<file path="src/rtl/stopwatch_pkg.sv">
// Shared encodings for the stopwatch command path: commands, stopwatch
// FSM states and the command arbiter's own controller states.
package stopwatch_pkg;

  localparam int GUARD_CNT_W = 4;

  typedef enum logic [1:0] {
    CMD_NOP   = 2'b00,
    CMD_START = 2'b01,
    CMD_STOP  = 2'b10,
    CMD_RESET = 2'b11
  } cmd_t;

  typedef enum logic [1:0] {
    SW_IDLE    = 2'b00,
    SW_RUNNING = 2'b01,
    SW_PAUSED  = 2'b10,
    SW_INVALID = 2'b11
  } sw_state_t;

  typedef enum logic {
    ARB_READY = 1'b0,
    ARB_GUARD = 1'b1
  } arb_state_t;

endpackage

</file>
<file path="src/rtl/stopwatch_cmd_legal.sv">
// Combinational check of whether a command may be issued in the given
// stopwatch state; an invalid stopwatch state only accepts RESET.
module stopwatch_cmd_legal
  import stopwatch_pkg::*;
(
  input  logic [1:0] cmd,
  input  logic [1:0] fsm_state,
  output logic       legal
);

  always_comb begin
    legal = 1'b0;
    case (cmd)
      CMD_START: legal = (fsm_state == SW_IDLE) || (fsm_state == SW_PAUSED);
      CMD_STOP:  legal = (fsm_state == SW_RUNNING);
      CMD_RESET: legal = 1'b1;
      default:   legal = 1'b0;
    endcase
  end

endmodule

</file>
<file path="src/rtl/stopwatch_cmd_arbiter.sv">
// Arbitrates panel and host command requests onto the stopwatch FSM,
// rejecting illegal commands and enforcing a guard gap after each issue.
module stopwatch_cmd_arbiter
  import stopwatch_pkg::*;
#(
  parameter int GUARD_CYCLES = 4
) (
  input  logic       clk,
  input  logic       rst_n,
  input  logic       panel_req,
  input  logic [1:0] panel_cmd,
  input  logic       host_req,
  input  logic [1:0] host_cmd,
  input  logic [1:0] fsm_state,
  output logic       panel_ack,
  output logic       host_ack,
  output logic       cmd_err,
  output logic       start,
  output logic       stop,
  output logic       reset
);

  localparam logic [GUARD_CNT_W-1:0] GUARD_LOAD = GUARD_CNT_W'(GUARD_CYCLES - 1);

  arb_state_t             state, state_nxt;
  logic [GUARD_CNT_W-1:0] guard_cnt, guard_cnt_nxt;
  logic                   rr_host, rr_host_nxt;

  logic panel_ack_nxt, host_ack_nxt, cmd_err_nxt;
  logic start_nxt, stop_nxt, reset_nxt;

  logic       panel_pend, host_pend;
  logic       panel_rst, host_rst;
  logic       grant_host;
  logic [1:0] grant_cmd;
  logic       grant_legal;

  // A request is not seen again in the cycle its own ack is out, so a held
  // req cannot be issued twice; RESET beats anything else, ties go round-robin.
  always_comb begin
    panel_pend = panel_req && !panel_ack;
    host_pend  = host_req && !host_ack;
    panel_rst  = panel_pend && (panel_cmd == CMD_RESET);
    host_rst   = host_pend && (host_cmd == CMD_RESET);
    grant_host = 1'b0;
    if (panel_pend && host_pend) begin
      if (panel_rst != host_rst) grant_host = host_rst;
      else                       grant_host = rr_host;
    end else begin
      grant_host = host_pend;
    end
    grant_cmd = grant_host ? host_cmd : panel_cmd;
  end

  stopwatch_cmd_legal u_legal (
    .cmd       (grant_cmd),
    .fsm_state (fsm_state),
    .legal     (grant_legal)
  );

  always_comb begin
    state_nxt     = state;
    guard_cnt_nxt = guard_cnt;
    rr_host_nxt   = rr_host;
    panel_ack_nxt = 1'b0;
    host_ack_nxt  = 1'b0;
    cmd_err_nxt   = 1'b0;
    start_nxt     = 1'b0;
    stop_nxt      = 1'b0;
    reset_nxt     = 1'b0;
    case (state)
      ARB_READY: begin
        if (panel_pend || host_pend) begin
          panel_ack_nxt = !grant_host;
          host_ack_nxt  = grant_host;
          rr_host_nxt   = !grant_host;
          if (grant_legal) begin
            start_nxt     = (grant_cmd == CMD_START);
            stop_nxt      = (grant_cmd == CMD_STOP);
            reset_nxt     = (grant_cmd == CMD_RESET);
            state_nxt     = ARB_GUARD;
            guard_cnt_nxt = GUARD_LOAD;
          end else begin
            cmd_err_nxt = 1'b1;
          end
        end
      end
      ARB_GUARD: begin
        if (guard_cnt == '0) state_nxt = ARB_READY;
        else                 guard_cnt_nxt = guard_cnt - 1'b1;
      end
      default: state_nxt = ARB_READY;
    endcase
  end

  always_ff @(posedge clk) begin
    if (!rst_n) begin
      state     <= ARB_READY;
      guard_cnt <= '0;
      rr_host   <= 1'b0;
      panel_ack <= 1'b0;
      host_ack  <= 1'b0;
      cmd_err   <= 1'b0;
      start     <= 1'b0;
      stop      <= 1'b0;
      reset     <= 1'b0;
    end else begin
      state     <= state_nxt;
      guard_cnt <= guard_cnt_nxt;
      rr_host   <= rr_host_nxt;
      panel_ack <= panel_ack_nxt;
      host_ack  <= host_ack_nxt;
      cmd_err   <= cmd_err_nxt;
      start     <= start_nxt;
      stop      <= stop_nxt;
      reset     <= reset_nxt;
    end
  end

endmodule

</file>
<file path="config.mk">
export PLATFORM = sky130hd
export DESIGN_NAME = stopwatch_cmd_arbiter
export DESIGN_NICKNAME = d
export VERILOG_FILES = /design/src/rtl/stopwatch_pkg.sv /design/src/rtl/stopwatch_cmd_legal.sv /design/src/rtl/stopwatch_cmd_arbiter.sv
export SDC_FILE = /design/constraint.sdc
export NUM_CORES = 1
export LEC_CHECK = 0
export ABC_AREA = 1
export BUFFER_PORTS_ARGS = -buffer_cell sky130_fd_sc_hd__clkbuf_2
export CORE_ASPECT_RATIO = 0.9
export CORE_MARGIN = 5
export CORE_UTILIZATION = 40
export CTS_BUF_LIST = sky130_fd_sc_hd__clkbuf_4
export CTS_CLUSTER_SIZE = 24
export DETAILED_ROUTE_END_ITERATION = 8
export SLEW_MARGIN = 20
export SYNTH_ARGS = -nofsm -noshare
export SYNTH_HDL_FRONTEND = slang
export SYNTH_SLANG_ARGS = --single-unit
</file>
<file path="constraint.sdc">
create_clock -name clk -period 2.2 [get_ports clk]
set_input_delay 0.11 -clock clk [delete_from_list [all_inputs] [get_ports clk]]
set_output_delay 0.11 -clock clk [all_outputs]
set_load 0.01 [all_outputs]
</file>
-- Yosys cells after proc, flatten, opt, wreduce, memory -nomap -nowiden
Index checks and enable logic that the tools add are counted.
Widths: inputs -> output; s select.
- bitwise gates (word level): 4
- reductions and logical operators: 16
- eq/ne operators: 11
- $add $sub $neg: 1
- multiplexer cells: 13
- operators with widths (operator ; count):
    $mux 4 ; 3
    $eq 2x2->1 const B ; 5
    $pmux 4 s2 ; 1
    $mux 1 ; 6
    $ne 2x2->1 const B ; 3
    $logic_and 1x1->1 ; 5
    $eq 2x1->1 const B ; 2
    $logic_not 4->1 ; 1
    $not 1->1 ; 4
    $reduce_or 4->1 ; 1
    $sub 4x1->4 const B ; 1
    $logic_not 1->1 ; 3
    $pmux 1 s3 ; 1
    $reduce_and 3->1 ; 1
    $reduce_or 3->1 ; 1
    $logic_not 2->1 ; 1
    $logic_or 1x1->1 ; 2
    $mux 2 ; 1
    $pmux 1 s2 ; 1
    $reduce_and 2->1 ; 1
    $ne 1x1->1 ; 1
- logic and storage cells: 54
- output and inout bits: 6
- bits in registers: 12

-- Logic depth before layout (Yosys ltp)
- word-level depth: 12
- depth in mapped cells: 12

-- Modules after synthesis
From an unflattened synthesis, not the netlist that was laid out.
- cells, all modules: 95
- area total of the unflattened synthesis: 668.1 µm²
- modules (own cells, without submodules) (module ; times used ; area an instance (µm²) ; cells an instance ; sequential area each (µm²)):
    stopwatch_cmd_arbiter ; 1 ; 644.4 ; 89 ; 240.2
    stopwatch_cmd_legal ; 1 ; 23.8 ; 6 ; 0.0

-- Worst setup path after synthesis
No wires, ideal clock.
- path type: register -> register
- start point: register panel_ack
- end point: register guard_cnt[0]
- stages on the path, launching flop included: 12
- arrival time: 1100 ps
- period minus slack after synthesis: 1216 ps
- setup slack: 984 ps
- path through: dfxtp_1 nor2_2 nand2_1 inv_1 nand2_2 nand2_2 nand2_2 nand3_2 nand3_4 nand2_2 nand2_1 a21oi_1
- longest elaborated chain between the ends: 11
- elaborated cells on any way between the ends: 16
- those cells by class: 6 x eq/ne; 4 x mux; 6 x reduce/logical
- RTL lines (element ; line ; RTL):
    start, declared ; stopwatch_cmd_arbiter.sv:15 ; output logic panel_ack,
    start signal, assigned ; stopwatch_cmd_arbiter.sv:111 ; panel_ack <= panel_ack_nxt;
    $logic_not 1->1 (*) ; stopwatch_cmd_arbiter.sv:41 ; panel_pend = panel_req && !panel_ack;
    $logic_and 1x1->1 (*) ; stopwatch_cmd_arbiter.sv:41 ;
    $logic_and 1x1->1 ; stopwatch_cmd_arbiter.sv:43 ; panel_rst = panel_pend && (panel_cmd == CMD_RESET);
    $ne 1x1->1 ; stopwatch_cmd_arbiter.sv:47 ; if (panel_rst != host_rst) grant_host = host_rst;
    $mux 1 ; stopwatch_cmd_arbiter.sv:47 ;
    $mux 1 ; stopwatch_cmd_arbiter.sv:46 ; if (panel_pend && host_pend) begin
    $mux 2 ; stopwatch_cmd_arbiter.sv:52 ; grant_cmd = grant_host ? host_cmd : panel_cmd;
    $eq 2x2->1 or $eq 2x1->1 (tied branches) ; stopwatch_cmd_legal.sv:13 ; case (cmd)
    $pmux 1 s3 ; stopwatch_cmd_legal.sv:13 ;
    $ne 2x2->1 (no line) ; - ;
    $reduce_and 3->1 (no line) (*) ; - ;
    end signal, assigned ; stopwatch_cmd_arbiter.sv:109 ; guard_cnt <= guard_cnt_nxt;
    end, declared ; stopwatch_cmd_arbiter.sv:26 ; logic [GUARD_CNT_W-1:0] guard_cnt, guard_cnt_nxt;
Mark *: on every way between the ends. The rest lies on a longest branch, timed or not.
A chain may end at the register's enable or synchronous reset.

-- Final worst setup path
- start point: register rr_host
- end point: register guard_cnt[0]
- longest elaborated chain between the ends: 7
- elaborated cells on any way between the ends: 9
- those cells by class: 4 x eq/ne; 4 x mux; 1 x reduce/logical
- RTL lines (element ; line ; RTL):
    start, declared ; stopwatch_cmd_arbiter.sv:27 ; logic rr_host, rr_host_nxt;
    start signal, assigned ; stopwatch_cmd_arbiter.sv:110 ; rr_host <= rr_host_nxt;
    $mux 1 (*) ; stopwatch_cmd_arbiter.sv:47 ;
    $mux 1 (*) ; stopwatch_cmd_arbiter.sv:46 ;
    $mux 2 (*) ; stopwatch_cmd_arbiter.sv:52 ;
    $eq 2x2->1 or $eq 2x1->1 (tied branches) ; stopwatch_cmd_legal.sv:13 ;
    $pmux 1 s3 (*) ; stopwatch_cmd_legal.sv:13 ;
    $ne 2x2->1 (no line) (*) ; - ;
    $reduce_and 3->1 (no line) (*) ; - ;
Marks and branches as above.

==> results.md <==
* Yosys warns at 0
* Crit path time final at 1.30 ns
* Peak supply drop at 0.000363 V
* Final Cycle Share at 0.592
* # Post-CTS Setup Buffers at 0
* Comb pwr share at 0.283
* Core Box Area at 0.00145 sq mm
* Synth Area in Simple Gates at 0.409
* Commonest non-fill, non-tap cells in the layout: nand2_1, clkbuf_2, nand3_1, dfxtp_1, inv_1
* Compound-Gate Fraction of Synth Area at 0.0658
* Adder-cell share of the synthesized area at 0.0206
* Hold-fix buffer count after cts at 0
* Clk buf depth at 2
* Layout cells sized above 1 at 0.291
* Gr usage total at 0.115
* CP Capture Type: flip-flop
* R2R Path Start: rr_host
* Post-Syn Area at 608 sq um
* Critical Path RT at 2.40 ns
* Vias/cell at 4.69
* Vias at 553
* Setup tns final at 0 ns
* Worst setup SP type: flip-flop
* Die Y at 47.0 um
* Register area share after synthesis at 0.395
* # diodes at 0
* Die area at 0.00240 sq mm
* Total nets after synthesis at 95
* Leakage at 0.000371 uW
* Fin. Hold Viols at 0
* Root Driver: clkbuf_4
* Yosys reg bits at 12
* First-pass GRT wire length at 1.90 mm
* Count of final setup violators at 0
* Layout Nets at 115
* Flop pwr share at 0.470
* Worst slew pin tran at 0.207 ns
* CTS H-tree depth at 1
* Crit path DAT at 1.51 ns
* Largest net degree at the start of global routing at 8
* Total power at 541 uW
* Largest family of logic cells by synthesized area: simple AND/OR/NAND/NOR gates
* Initial DRC Count at 4
* Initial Utilization at 0.420
* CP startpoint: rr_host
* Number of max-slew violations in the final report at 0
* Reg clk slew, reported paths at 0.07 ns
* Psw at 174 uW
* Grt total ovfl at 0
* Vias in the first global route at 489
* DP HPWL at 993 um
* Hold WC Path Type: in -> reg
* Clk_lat worst skew at 0.27 ns
* Mean Syn Cell Area at 7.24 sq um
* DR WL/cell at 9.87 um
* Post-CTS sizing at 0
* CTS sink count at 12
* Post-synthesis cell type count at 17
* P per Cell Area at 742 mW/mm^2
* Highest Clock Rate at 768 MHz
* P_int at 367 uW
* First-pass iteration count of the detailed router at 3
* Multiplexer area fraction after synthesis at 0
* RSZ-0062 raised after global routing: false
* Die Wd at 51.1 um
* Status: finished clean
* Crit-path max FO at 6
* Clock skew at 0.00189 ns
* Critical path class: reg -> reg
* Sw Share at 0.322
* Io pins at 16
* Relative slew slack at 0.861
* Synthesis-to-layout area growth at 19.8%
* Total CTS buffers at 3
* Commonest non-fill, non-tap cell in the layout: nand2_1
* Hold Startpoint: rst_n
* Drt total wl at 1.17 mm
* Clk network pwr share at 0.246
* CTS tree: done
* Number of antenna-violating nets in the routed design at 0
* Cell Count Post-Placement at 114
* Post-synthesis xor/xnor area fraction at 0.0288
* Max Cap Violations at 0
* Post-synthesis cell count at 84
* Gpl congestion at 0.760
* Fin cells at 118
* Rows at 13
* I/O Buffers at 15
* Initial antenna violation count at 0
* Drt drc at 0
==> cell families after synthesis <==
family	count (synthesis)
buf+inv	13
flops	12
fa+ha+maj	1
simple gates	49
compound gates	7
xor+xnor	2
==> power groups by stage <==
stage,registers [uW],clock network (uW),logic [uW]
after floorplan,260,0,114
after global placement,259,0,152
after detailed placement,259,0,154
after CTS,254,138,154
after global routing,257,153,175
final,254,133,153
==> flip-flops by register name, summed over array words and instances, names as in the netlist <==
name	cells
guard_cnt	4
cmd_err	1
host_ack	1
panel_ack	1
reset	1
rr_host	1
start	1
state	1
stop	1
==> layout make-up <==
type	instances	area (sq um)
timing repair buffer	15	75.1
tap	15	18.8
multi-input combinational	59	319
fill	150	719
sequential	12	240
clock buffer	3	22.5
inverter	13	48.8
clock inverter	1	3.75
==> critical path, stage by stage, from the launching register on <==
cell	delay (ns)
dfxtp_1	0.35
nand3_1	0.08
nand2_1	0.06
inv_1	0.04
nand2_2	0.08
nand3_1	0.14
nand3_2	0.14
nand3_4	0.10
nand2_2	0.09
nand2_1	0.05
a21oi_1	0.11
==> per-stage QoR <==
step                cell area [sq um]  setup slack, ns   util  hold slack, ns
floorplan                         608            0.984      -           0.236
global placement                  702            0.931  0.485           0.418
detailed placement                702            0.902  0.485           0.420
CTS                               728            0.891  0.503           0.136
global route                      728            0.725  0.503           0.141
finish                            728            0.897  0.503           0.137
==> final timing paths <==
kind | endpoint | slack (ns) | cells past startpoint
max | guard_cnt[0] | 0.90 | 10
min reg2reg | rr_host | 0.51 | 1
max reg2reg | guard_cnt[0] | 0.90 | 10
min | guard_cnt[1] | 0.14 | 3
==> per-layer routing <==
| metal | routed length, um | up-vias | GRT usage |
|---|---|---|---|
| li1 | - | 305 | - |
| met5 | 0 | - | 0 |
| met1 | 552 | 234 | 0.127 |
| met2 | 517 | 12 | 0.180 |
| met3 | 82 | 2 | 0.0603 |
| met4 | 12 | 0 | 0.0645 |
==> synth_stat cells <==
library cell	n	area (sq um)
a21oi_1	5	25.0
a31o_1	1	8.76
dfxtp_1	12	240
ha_1	1	12.5
inv_1	11	41.3
inv_2	2	7.51
nand2_1	17	63.8
nand2_2	5	31.3
nand3_1	12	60.1
nand3_2	2	20.0
nand3_4	1	17.5
nor2_1	9	33.8
nor2_2	1	6.26
nor2_4	1	11.3
nor3_1	1	5.00
o22ai_1	1	6.26
xnor2_1	2	17.5
Note: power is estimated with default switching activity, not from simulation.
